$ cat src/rtl/mem_lsu.sv
// mem_lsu: MEM-stage load/store unit in front of a word-only data memory.
// Sub-word stores are read-modify-write; loads are shifted and extended here.
// Ports:
//   clk, rst              clock, synchronous active-high reset
//   req_*                 pipeline request (valid/ready, we, funct3, addr, wdata)
//   resp_*                pipeline response (valid/ready, rdata, err)
//   MemRead, MemWrite,
//   DMType, Address,
//   Write_data            word-only access to dm
//   Read_data             dm read data, valid the cycle after MemRead
//   MemReady              dm status, not used for sequencing
// Optional: define LSU_STATS_EN to add stat_loads/stat_stores/stat_errs.
module mem_lsu #(
   parameter int unsigned MEM_WORDS = 8192,
   parameter logic [31:0] ADDR_BASE = 32'h0000_0000
) (
   input  logic        clk,
   input  logic        rst,
   input  logic        req_valid,
   output logic        req_ready,
   input  logic        req_we,
   input  logic [2:0]  req_funct3,
   input  logic [31:0] req_addr,
   input  logic [31:0] req_wdata,
   output logic        resp_valid,
   input  logic        resp_ready,
   output logic [31:0] resp_rdata,
   output logic        resp_err,
   output logic        MemRead,
   output logic        MemWrite,
   output logic [2:0]  DMType,
   output logic [31:0] Address,
   output logic [31:0] Write_data,
   input  logic [31:0] Read_data,
   input  logic        MemReady
`ifdef LSU_STATS_EN
   ,
   output logic [31:0] stat_loads,
   output logic [31:0] stat_stores,
   output logic [31:0] stat_errs
`endif
);

   typedef enum logic [2:0] {
      IDLE,
      RD,
      CAP,
      WR,
      RESP
   } state_t;

   state_t state;
   state_t state_n;

   logic        we_q;
   logic [2:0]  f3_q;
   logic [1:0]  off_q;
   logic [29:0] widx_q;
   logic [31:0] wr_q;

   logic        accept;
   logic [31:0] rel;
   logic [31:0] widx_n;
   logic        bad_f3;
   logic        misal;
   logic        oor;
   logic        req_err;

   logic [4:0]  sh;
   logic [31:0] lane;
   logic [31:0] ld_val;
   logic [31:0] mask;
   logic [31:0] merged;

   logic        unused_memready;
   assign unused_memready = MemReady;

   assign accept = req_valid & req_ready;
   assign rel    = req_addr - ADDR_BASE;
   assign widx_n = rel >> 2;
   assign oor    = (req_addr < ADDR_BASE) |
                   (widx_n >= MEM_WORDS);

   always_comb begin
      bad_f3 = 1'b0;
      misal  = 1'b0;
      case (req_funct3)
         3'b000, 3'b100: misal = 1'b0;
         3'b001, 3'b101: misal = req_addr[0];
         3'b010:         misal = |req_addr[1:0];
         default:        bad_f3 = 1'b1;
      endcase
      // unsigned variants have no store form
      if (req_we && req_funct3[2])
         bad_f3 = 1'b1;
   end

   assign req_err = bad_f3 | misal | oor;

   always_ff @(posedge clk) begin
      if (rst)
         state <= IDLE;
      else
         state <= state_n;
   end

   always_comb begin
      state_n = state;
      unique case (state)
         IDLE: begin
            if (req_valid) begin
               if (req_err)
                  state_n = RESP;
               else if (req_we && req_funct3 == 3'b010)
                  state_n = WR;
               else
                  state_n = RD;
            end
         end
         RD:   state_n = CAP;
         CAP:  state_n = we_q ? WR : RESP;
         WR:   state_n = RESP;
         RESP: if (resp_ready) state_n = IDLE;
         default: state_n = IDLE;
      endcase
   end

   // byte lane selection shared by load extract and store merge
   assign sh   = {off_q, 3'b000};
   assign lane = Read_data >> sh;

   always_comb begin
      case (f3_q)
         3'b000:  ld_val = {{24{lane[7]}}, lane[7:0]};
         3'b001:  ld_val = {{16{lane[15]}}, lane[15:0]};
         3'b100:  ld_val = {24'h0, lane[7:0]};
         3'b101:  ld_val = {16'h0, lane[15:0]};
         default: ld_val = lane;
      endcase
   end

   assign mask   = (f3_q[0] ? 32'h0000_FFFF : 32'h0000_00FF) << sh;
   assign merged = (Read_data & ~mask) | ((wr_q << sh) & mask);

   always_ff @(posedge clk) begin
      if (rst) begin
         we_q       <= 1'b0;
         f3_q       <= 3'b000;
         off_q      <= 2'b00;
         widx_q     <= '0;
         wr_q       <= '0;
         resp_rdata <= '0;
         resp_err   <= 1'b0;
      end else begin
         if (accept) begin
            we_q       <= req_we;
            f3_q       <= req_funct3;
            off_q      <= req_addr[1:0];
            widx_q     <= widx_n[29:0];
            wr_q       <= req_wdata;
            resp_rdata <= '0;
            resp_err   <= req_err;
         end
         if (state == CAP) begin
            if (we_q)
               wr_q <= merged;
            else
               resp_rdata <= ld_val;
         end
      end
   end

   assign req_ready  = (state == IDLE);
   assign resp_valid = (state == RESP);
   assign MemRead    = (state == RD);
   assign MemWrite   = (state == WR);
   assign DMType     = 3'b010;
   assign Address    = (MemRead | MemWrite) ? {widx_q, 2'b00} : 32'h0;
   assign Write_data = MemWrite ? wr_q : 32'h0;

`ifdef LSU_STATS_EN
   always_ff @(posedge clk) begin
      if (rst) begin
         stat_loads  <= '0;
         stat_stores <= '0;
         stat_errs   <= '0;
      end else if (resp_valid && resp_ready) begin
         if (resp_err) begin
            if (stat_errs != 32'hFFFF_FFFF)
               stat_errs <= stat_errs + 32'd1;
         end else if (we_q) begin
            if (stat_stores != 32'hFFFF_FFFF)
               stat_stores <= stat_stores + 32'd1;
         end else begin
            if (stat_loads != 32'hFFFF_FFFF)
               stat_loads <= stat_loads + 32'd1;
         end
      end
   end
`endif

endmodule

$ cat config.mk
export PLATFORM = sky130hd
export DESIGN_NAME = mem_lsu
export DESIGN_NICKNAME = d
export VERILOG_FILES = /design/src/rtl/mem_lsu.sv
export SDC_FILE = /design/constraint.sdc
export NUM_CORES = 1
export LEC_CHECK = 0
export ABC_CLOCK_PERIOD_IN_PS = 5100
export BUFFER_PORTS_ARGS = -buffer_cell sky130_fd_sc_hd__buf_2
export CAP_MARGIN = 25
export CORE_ASPECT_RATIO = 0.9
export CORE_MARGIN = 3
export CORE_UTILIZATION = 30
export DETAILED_ROUTE_END_ITERATION = 8
export SKIP_LAST_GASP = 1
export SLEW_MARGIN = 10
export SYNTH_ARGS = -nofsm -noshare
export SYNTH_HDL_FRONTEND = slang
export SYNTH_SLANG_ARGS = --single-unit
$ cat constraint.sdc
create_clock -name clk -period 5.1 [get_ports clk]
set_input_delay 0.255 -clock clk [delete_from_list [all_inputs] [get_ports clk]]
set_output_delay 0.255 -clock clk [all_outputs]
set_load 0.05 [all_outputs]
==> flow_summary.json <==
{
  "status": "completed",
  "drt_iter0_markers": 401,
  "worstSetupPathType": "flop to flop",
  "area_delta_synth_final_pct": 24.6,
  "slew_headroom": 0.426,
  "hpwl_um": 15400,
  "clk_pin_slew_worst_paths_ns": 0.08,
  "ir_drop_v": 0.000149,
  "syn_avg_cell_area_um2": 7.91,
  "cp_data_required_time_ns": 5.32,
  "cp_max_fo": 43,
  "critPathLaunch": "state[0]",
  "cts_setup_buffers": 0,
  "cts_hold_buffers": 0,
  "hold_path_class": "primary input to flop",
  "grt_pass1_vias": 5851,
  "r2r_slack_ns": 2.44,
  "vias": 6089,
  "instances_no_fill": 1162,
  "start_util": 0.309,
  "drcViolationCount": 0,
  "drtPass1Iterations": 5,
  "gp_congestion": 0.836,
  "power_density_nw_per_um2": 273,
  "start_kind": "flop",
  "cts_buffer_depth": 2,
  "grt_max_degree": 67,
  "yosysSeqAreaShare": 0.349,
  "vias_per_cell": 5.24,
  "rsz0062_at_grt": "false",
  "fillerInstances": 2091,
  "cts_tree": "built",
  "slowest_stage": "nand2_2",
  "worstMarginPinSlew_ns": 0.859,
  "leakage_nw": 3.20,
  "dp_slack_ns": 2.45,
  "synth_cells": 755,
  "fmax_ghz": 0.376,
  "portBuffers": 202,
  "postRouteAntennaNets": 0,
  "drive_gt1_frac": 0.280,
  "tns_ns": 0,
  "yosys.area.top_type": "dfxtp_1",
  "synth_edf_count": 0,
  "layout_commonest_cell": "buf_2",
  "synthFlopType": "dfxtp_1",
  "hold_viol": 0,
  "fp.dieW_um": 155,
  "rr_startpoint": "state[0]",
  "cts_root_buf": "clkbuf_16",
  "antenna_found_initial": 0,
  "path_cells": "buf_4, nor3_2, nand2_2, buf_4, a211oi_1, a211oi_1",
  "cts_made_buffers": 9,
  "antenna_cells": 0,
  "io_pins": 209,
  "fin_crit_ns": 2.66,
  "dieArea_um2": 21600,
  "cp.arrival_ns": 2.88,
  "ys_seq_elements": 104,
  "clk_latency_ns": 0.36,
  "coreArea_um2": 19300,
  "finalClockSkew_ns": 0.00988,
  "max_stage_delay_ns": 0.60,
  "async_flop_share": 0,
  "finalSetupViolCount": 0,
  "dp_cells": 1144,
  "wirelength_um": 21400,
  "yosysTopAreaCellShare": 0.349,
  "ff2ff_path_depth": 6,
  "layout.nets": 1012,
  "die_height_um": 140,
  "slew_viol_final": 0,
  "maxCapViolCount": 0,
  "cts_max_level": 3,
  "layout_common_cells": "buf_2, dfxtp_1, nand2_1",
  "synth_area_leaders": "dfxtp_1, and2_1, a211oi_1, a21oi_1, nand2_1",
  "syn_area_um2": 5970,
  "clock-sinks": 104,
  "gr-total-overflow": 0,
  "setup.worst_path.end_class": "flop",
  "finalCritPeriodShare": 0.522,
  "cts_resized": 0,
  "min_from": "req_addr[12]",
  "rows": 48,
  "grt_pass1_wl_um": 33000,
  "fin_ws_ns": 2.44,
  "synthDistinctLibCells": 50,
  "grtUsageTotal": 0.192,
  "wl_per_cell_um": 18.4,
  "synth-warning-count": 0
}
## synth_stat cells (all sizes together) (2+ instances only)
master	number
and2	65
conb	2
nand2b	35
and3	32
nor2b	7
o221ai	8
nor2	33
nor4b	3
a21oi	70
clkinv	2
clkbuf	39
buf	38
dfxtp	104
nor3b	2
nor4	4
or2	2
nor3	12
mux2i	32
inv	11
o2bb2ai	24
o21ai	36
nand2	88
mux2	8
a211oi	49
o22ai	24
a31o	2
nand3	3
a32oi	7
## layout make-up
class                   count  area (um^2)  area share
multi-input cells         564         3510       0.472
flip-flops and latches    104         2080       0.280
repair buffers            215         1130       0.152
well taps                 250          313      0.0421
clock buffers              10          229      0.0308
clock inverters             6          116      0.0156
inverters                  13         48.8     0.00656
## layer usage
| metal | track usage | vias up | wire length (um) |
|---|---|---|---|
| met5 | 0 | - | 0 |
| met4 | 0.0414 | 0 | 240 |
| met3 | 0.0516 | 17 | 1340 |
| met2 | 0.296 | 202 | 9650 |
| met1 | 0.269 | 2888 | 10200 |
| li1 | - | 2982 | - |
## logic make-up after synthesis
kind of cell    Yosys count  synth area share
simple gates            288             0.255
compound gates          229             0.253
flops                   104             0.349
buf+inv                  90            0.0681
other cells               2           0.00126
mux                      41            0.0725
xor+xnor                  1           0.00147
## worst min path at each step
stage / endpoint / cells after the start
after floorplan: widx_q[0] / 2
after global placement: widx_q[6] / 2
after detailed placement: widx_q[3] / 2
after CTS: widx_q[2] / 3
after global routing: widx_q[8] / 3
final: widx_q[10] / 3
## critical path: cells and delay by family (launching register included)
family,cells,cell delay (ns)
compound gates,2,0.40
buf+inv,2,0.76
flops,1,0.30
simple gates,2,1.05
## stage by stage
step           area, um^2   util  total power [mW]  hold WS (ns)
2_1_floorplan        5980      -              1.11         0.391
3_3_place_gp         7050  0.364              1.22         0.438
3_5_place_dp         7060  0.365              1.22         0.442
4_1_cts              7410  0.383              2.05         0.122
5_1_grt              7440  0.385              2.11         0.139
6_report             7440  0.385              2.03         0.132
## where the power goes
group | internal (mW) | switching, mW
Clock | 0.484 | 0.337
Combinational | 0.122 | 0.206
Sequential | 0.849 | 0.0295
Total | 1.46 | 0.573
Note: power is estimated with default switching activity, not from simulation.
